<file path="src/rtl/simple_arb_pkg.sv">
// Shared types and helpers for the round-robin UART transmit arbiter.
package simple_arb_pkg;

    typedef enum logic [1:0] {
        IDLE,
        HEADER,
        PAYLOAD
    } arb_state_t;

    localparam logic [3:0] HDR_TAG = 4'hA;

    // Header byte tagging a packet with its source index: 8'hA0 | id.
    function automatic logic [7:0] hdr_byte(input logic [2:0] id);
        return {HDR_TAG, 1'b0, id};
    endfunction

endpackage

</file>
<file path="src/rtl/rr_pick.sv">
// Combinational round-robin picker: first set req bit strictly after ptr, wrapping.
module rr_pick #(
    parameter int num_req = 4
) (
    input  logic [num_req-1:0] req,
    input  logic [2:0]         ptr,
    output logic [2:0]         pick,
    output logic               any
);

    // Scan farthest-first so the nearest candidate after ptr overwrites the rest.
    always_comb begin
        pick = '0;
        any  = 1'b0;
        for (int k = num_req; k >= 1; k--) begin
            if (req[(int'(ptr) + k) % num_req]) begin
                pick = 3'((int'(ptr) + k) % num_req);
                any  = 1'b1;
            end
        end
    end

endmodule

</file>
<file path="src/rtl/simple_tx_arbiter.sv">
// Packet-locked round-robin arbiter sharing one byte-wide transmitter among num_req sources,
// with an optional per-packet source-ID header byte.
module simple_tx_arbiter
    import simple_arb_pkg::*;
#(
    parameter int num_req   = 4,
    parameter int max_len   = 16,
    parameter int header_en = 1
) (
    input  logic                 _clock,
    input  logic                 _reset,
    input  logic [num_req*8-1:0] _in,
    input  logic [num_req-1:0]   _in_valid,
    input  logic [num_req-1:0]   _in_last,
    output logic [num_req-1:0]   _in_ready,
    output logic [7:0]           _out,
    output logic                 _out_valid,
    input  logic                 _out_ready,
    output logic [2:0]           _grant_id,
    output logic                 _busy
);

    localparam logic [8:0] MAX_LEN_W = 9'(max_len);

    arb_state_t state, state_n;
    logic [2:0] grant, grant_n;
    logic [2:0] rr_ptr, rr_ptr_n;
    logic [7:0] len_cnt, len_cnt_n;

    logic [2:0]  pick;
    logic        any;
    logic [7:0]  valid_pad, last_pad, ready_pad;
    logic [63:0] data_pad;
    logic        g_valid, g_last;
    logic [7:0]  g_data;

    rr_pick #(.num_req(num_req)) u_pick (
        .req  (_in_valid),
        .ptr  (rr_ptr),
        .pick (pick),
        .any  (any)
    );

    // Pad source vectors to the full 8-source width so a 3-bit grant always indexes in range.
    assign valid_pad = 8'(_in_valid);
    assign last_pad  = 8'(_in_last);
    assign data_pad  = 64'(_in);
    assign g_valid   = valid_pad[grant];
    assign g_last    = last_pad[grant];
    assign g_data    = data_pad[{grant, 3'b000} +: 8];

    always_ff @(posedge _clock) begin
        if (_reset) begin
            state   <= IDLE;
            grant   <= '0;
            rr_ptr  <= 3'(num_req - 1);
            len_cnt <= '0;
        end else begin
            state   <= state_n;
            grant   <= grant_n;
            rr_ptr  <= rr_ptr_n;
            len_cnt <= len_cnt_n;
        end
    end

    always_comb begin
        state_n    = state;
        grant_n    = grant;
        rr_ptr_n   = rr_ptr;
        len_cnt_n  = len_cnt;
        _out       = '0;
        _out_valid = 1'b0;
        ready_pad  = '0;
        case (state)
            IDLE: begin
                if (any) begin
                    grant_n   = pick;
                    rr_ptr_n  = pick;
                    len_cnt_n = '0;
                    if (header_en != 0) state_n = HEADER;
                    else                state_n = PAYLOAD;
                end
            end
            HEADER: begin
                _out       = hdr_byte(grant);
                _out_valid = 1'b1;
                if (_out_ready) state_n = PAYLOAD;
            end
            PAYLOAD: begin
                _out       = g_data;
                _out_valid = g_valid;
                if (_out_ready) ready_pad = 8'b1 << grant;
                if (g_valid && _out_ready) begin
                    if (len_cnt != 8'hFF) len_cnt_n = len_cnt + 8'd1;
                    // Packet end and length cap on the same beat collapse into one release.
                    if (g_last || ({1'b0, len_cnt} + 9'd1 == MAX_LEN_W)) state_n = IDLE;
                end
            end
            default: state_n = IDLE;
        endcase
    end

    assign _in_ready = ready_pad[num_req-1:0];
    assign _grant_id = grant;
    assign _busy     = (state != IDLE);

endmodule

</file>
<file path="config.mk">
export PLATFORM = sky130hd
export DESIGN_NAME = simple_tx_arbiter
export DESIGN_NICKNAME = d
export VERILOG_FILES = /design/src/rtl/simple_arb_pkg.sv /design/src/rtl/rr_pick.sv /design/src/rtl/simple_tx_arbiter.sv
export SDC_FILE = /design/constraint.sdc
export NUM_CORES = 1
export LEC_CHECK = 0
export ABC_CLOCK_PERIOD_IN_PS = 1900
export CAP_MARGIN = 20
export CORE_MARGIN = 4
export CORE_UTILIZATION = 38
export CTS_BUF_LIST = sky130_fd_sc_hd__clkbuf_8
export DETAILED_ROUTE_END_ITERATION = 8
export GPL_TIMING_DRIVEN = 0
export PLACE_DENSITY = 0.85
export SYNTH_ARGS = -nofsm -noshare
export SYNTH_HDL_FRONTEND = slang
export SYNTH_SLANG_ARGS = --single-unit
</file>
<file path="constraint.sdc">
create_clock -name _clock -period 1.9 [get_ports _clock]
set_input_delay 0.38 -clock _clock [delete_from_list [all_inputs] [get_ports _clock]]
set_output_delay 0.38 -clock _clock [all_outputs]
set_load 0.005 [all_outputs]
</file>
==> impl_metrics.xml <==
<?xml version="1.0" encoding="UTF-8"?>
<metrics>
  <group name="outcome">
    <metric name="status" unit="">finished with violations</metric>
    <metric name="failed_checks" unit="">setup timing</metric>
  </group>
  <group name="route">
    <metric name="detailroute.via_count" unit="">1535</metric>
    <metric name="routedWlPerCell" unit="um">17.3</metric>
    <metric name="route.detailed.vias_per_inst" unit="">5.62</metric>
    <metric name="post-route-drc-count" unit="">0</metric>
    <metric name="ant_nets" unit="">0</metric>
    <metric name="routed_wl" unit="um">4710</metric>
    <metric name="drt-initial-drc-count" unit="">160</metric>
    <metric name="firstDrtPassIters" unit="">6</metric>
  </group>
  <group name="placement">
    <metric name="post-place-cells" unit="">255</metric>
    <metric name="port-buffer-count" unit="">58</metric>
    <metric name="detailed_place.area" unit="sq mm">0.00192</metric>
    <metric name="pre_cts_ws" unit="ps">-563</metric>
    <metric name="dp_hpwl" unit="um">3240</metric>
    <metric name="gp_routability_congestion" unit="">0.904</metric>
  </group>
  <group name="pwr">
    <metric name="vdd_ir_drop_max" unit="V">0.000643</metric>
    <metric name="power.switching" unit="uW">836</metric>
    <metric name="power_frac_comb" unit="">0.675</metric>
    <metric name="internal_power" unit="uW">1410</metric>
    <metric name="power.density" unit="mW/mm^2">995</metric>
    <metric name="p_leak" unit="uW">0.000848</metric>
    <metric name="sequential_power_share" unit="">0.193</metric>
    <metric name="power.share.switching" unit="">0.372</metric>
    <metric name="power_frac_clock" unit="">0.132</metric>
  </group>
  <group name="layout">
    <metric name="instances_no_fill" unit="">273</metric>
    <metric name="antenna_cells" unit="">0</metric>
    <metric name="synthToLayoutAreaGrowth" unit="%">75.6</metric>
    <metric name="layout.cell_area.non_filler" unit="sq mm">0.00226</metric>
    <metric name="layout-drive-gt1-share" unit="">0.328</metric>
    <metric name="total_nets_final" unit="">278</metric>
  </group>
  <group name="timing">
    <metric name="setup_repair_after_global_routing_missed_its_margin" unit="">true</metric>
    <metric name="relSlewSlack" unit="">0.647</metric>
    <metric name="final_critical_path_setup_slack" unit="ps">-106</metric>
    <metric name="max_freq" unit="MHz">499</metric>
    <metric name="report.final.setup_viol" unit="">8</metric>
    <metric name="fin_setup_tns" unit="ps">-462</metric>
    <metric name="max_slew.worst_pin.slew" unit="ps">529</metric>
    <metric name="fin_skew" unit="ps">3.83</metric>
    <metric name="timing.final.max_slew_violations" unit="">0</metric>
    <metric name="timing.final.crit_share" unit="">1.06</metric>
    <metric name="hold_viol_final" unit="">0</metric>
    <metric name="fin_crit" unit="ps">2010</metric>
  </group>
  <group name="setup_path">
    <metric name="critPathArrivalTime" unit="ps">1630</metric>
    <metric name="worst-setup-path-type" unit="">in2out</metric>
    <metric name="r2r_start" unit="">state[0]</metric>
    <metric name="worstSetupEndpointType" unit="">output port</metric>
    <metric name="timing.critical_path.fanout_max" unit="">1</metric>
    <metric name="cp-start-kind" unit="">input pin</metric>
    <metric name="worst-endpoint-required" unit="ps">1520</metric>
    <metric name="worst_setup_path_startpoint" unit="">_in[31]</metric>
  </group>
  <group name="min_path">
    <metric name="worstHoldPathType" unit="">reg2reg</metric>
    <metric name="timing.hold.worst.start" unit="">state[0]</metric>
  </group>
  <group name="synth">
    <metric name="synth_flop_cell" unit="">sky130_fd_sc_hd__dfxtp_1</metric>
    <metric name="synthesis.area_per_instance" unit="sq um">8.40</metric>
    <metric name="synth_simple_gate_area_share" unit="">0.295</metric>
    <metric name="synth-edff-count" unit="">0</metric>
    <metric name="synth.yosys.warnings" unit="">0</metric>
    <metric name="synth_async_sr_flop_share" unit="">0</metric>
    <metric name="synth-compound-area-share" unit="">0.173</metric>
    <metric name="portion_of_netlist_area_occupied_by_mux_cells" unit="">0.206</metric>
    <metric name="netlist.area_leader.share" unit="">0.218</metric>
    <metric name="synthesis.instances" unit="">153</metric>
    <metric name="synth_top_cells_by_count" unit="">sky130_fd_sc_hd__nor2_1 (16), sky130_fd_sc_hd__nand2_1 (15), sky130_fd_sc_hd__dfxtp_1 (14), sky130_fd_sc_hd__a21oi_1 (13), sky130_fd_sc_hd__mux4_2 (10)</metric>
    <metric name="synth_largest_area_cell" unit="">sky130_fd_sc_hd__dfxtp_1</metric>
    <metric name="synth-adder-area-share" unit="">0.0487</metric>
    <metric name="yosys.area_share.xor_xnor" unit="">0</metric>
    <metric name="ys_ff_latch" unit="">14</metric>
    <metric name="unique_cell_type_count_in_the_yosys_netlist" unit="">41</metric>
    <metric name="largest_family_of_logic_cells_by_synthesized_area" unit="">simple AND/OR/NAND/NOR gates</metric>
    <metric name="synth_most_common_cell" unit="">sky130_fd_sc_hd__nor2_1</metric>
    <metric name="synth_sequential_area_ratio" unit="">0.218</metric>
    <metric name="synthesis.area" unit="sq mm">0.00128</metric>
    <metric name="synth_top_cells_by_area" unit="">sky130_fd_sc_hd__dfxtp_1 (22%), sky130_fd_sc_hd__mux4_2 (18%), sky130_fd_sc_hd__a21oi_1 (5.1%), sky130_fd_sc_hd__ha_1 (4.9%), sky130_fd_sc_hd__nor2_1 (4.7%)</metric>
    <metric name="syn_nets" unit="">201</metric>
  </group>
  <group name="clock_tree">
    <metric name="cts_buffers" unit="">3</metric>
    <metric name="clk_latency" unit="ps">250</metric>
    <metric name="cts_tree" unit="">done</metric>
    <metric name="cts_num_sinks" unit="">14</metric>
    <metric name="h-tree-depth" unit="">1</metric>
    <metric name="clock_root_buffer_master" unit="">sky130_fd_sc_hd__clkbuf_8</metric>
    <metric name="cts.path.max_buffers" unit="">2</metric>
    <metric name="cts.clk_slew.worst_paths" unit="ps">60</metric>
  </group>
  <group name="floorplan">
    <metric name="ioPinCount" unit="">60</metric>
    <metric name="fp.coreArea" unit="sq mm">0.00315</metric>
    <metric name="design.die.area" unit="sq mm">0.00438</metric>
    <metric name="die-height" unit="um">66.2</metric>
    <metric name="initial_utilization" unit="">0.408</metric>
    <metric name="core.rowCount" unit="">20</metric>
    <metric name="die_w" unit="um">66.2</metric>
  </group>
  <group name="global_routing">
    <metric name="total_global_routing_track_utilization" unit="">0.230</metric>
    <metric name="grt-ovfl-total" unit="">0</metric>
    <metric name="initial_antenna_violation_count" unit="">0</metric>
    <metric name="grt_max_degree" unit="">11</metric>
    <metric name="first_global_vias" unit="">1594</metric>
    <metric name="grt_pass1_wl" unit="um">7580</metric>
  </group>
  <group name="run">
    <metric name="drv.max_cap_violation_count" unit="">0</metric>
  </group>
</metrics>
routing by layer:
layer | track usage | share of wire | wire length, um
met1 | 0.245 | 0.37 | 1730
met2 | 0.431 | 0.54 | 2540
met3 | 0.0459 | 0.053 | 250
met4 | 0.0964 | 0.040 | 187
met5 | 0 | 0 | 0
cell families after synthesis:
group / after synthesis
other cells: 1
fa+ha+maj: 5
compound gates: 35
flops: 14
simple gates: 69
mux: 14
buf+inv: 15
what timing repair did:
action,in CTS,in global routing
gates resized for setup,76,23
endpoints found under the setup margin,24,18
hold buffers,0,0
setup buffers,8,8
pin swaps,9,7
state kept, by name (all words and copies together), names as in the netlist:
name,flops
state,2
rr_ptr,2
len_cnt,8
_grant_id,2
worst max-delay path, cell delays in order:
cell	delay, ps
sky130_fd_sc_hd__clkdlybuf4s50_1	420
sky130_fd_sc_hd__mux4_2	490
sky130_fd_sc_hd__a21oi_2	150
sky130_fd_sc_hd__nor2b_1	60
sky130_fd_sc_hd__buf_2	120
power by group through the flow:
stage,logic [uW],clock network [uW],registers (uW)
global placement,1080,0,390
floorplan,711,0,385
detailed placement,1110,0,392
CTS,1340,301,400
global route,1630,310,443
finish,1510,296,434
stage by stage:
stage | total power (uW) | utilization | hold WS, ps
2_1_floorplan | 1100 | - | 452
3_3_place_gp | 1470 | 0.610 | 482
3_5_place_dp | 1500 | 0.610 | 492
4_1_cts | 2040 | 0.673 | 502
5_1_grt | 2380 | 0.715 | 551
6_report | 2240 | 0.715 | 538
worst paths after layout:
| path | to | slack (ps) | cells past startpoint |
|---|---|---|---|
| max | _out[7] | -110 | 5 |
| min | state[0] | 540 | 2 |
| max reg2reg | len_cnt[1] | 50 | 9 |
| min reg2reg | state[0] | 540 | 2 |
placed cells by master (no fill, tap or decap), types with 5 or more instances in the layout:
master	n
sky130_fd_sc_hd__nand2_1	15
sky130_fd_sc_hd__buf_4	14
sky130_fd_sc_hd__clkbuf_8	6
sky130_fd_sc_hd__nor2_1	16
sky130_fd_sc_hd__buf_6	5
sky130_fd_sc_hd__dfxtp_4	5
sky130_fd_sc_hd__nand2b_1	7
sky130_fd_sc_hd__clkdlybuf4s50_1	40
sky130_fd_sc_hd__o21ai_0	5
sky130_fd_sc_hd__dfxtp_1	8
sky130_fd_sc_hd__inv_1	5
sky130_fd_sc_hd__dlygate4sd2_1	6
sky130_fd_sc_hd__a21oi_1	9
sky130_fd_sc_hd__and3_4	5
sky130_fd_sc_hd__nor2b_1	7
sky130_fd_sc_hd__mux4_2	10
area by class of cell:
class                      count  area (sq um)
sequential                    14           300
multi-input combinational    124          1040
inverter                       6          25.0
clock buffer                   4          55.1
timing repair buffer          74           704
tap                           44          55.1
fill                         235           897
buffer                         7          71.3
(Power assumes the default switching activity.)
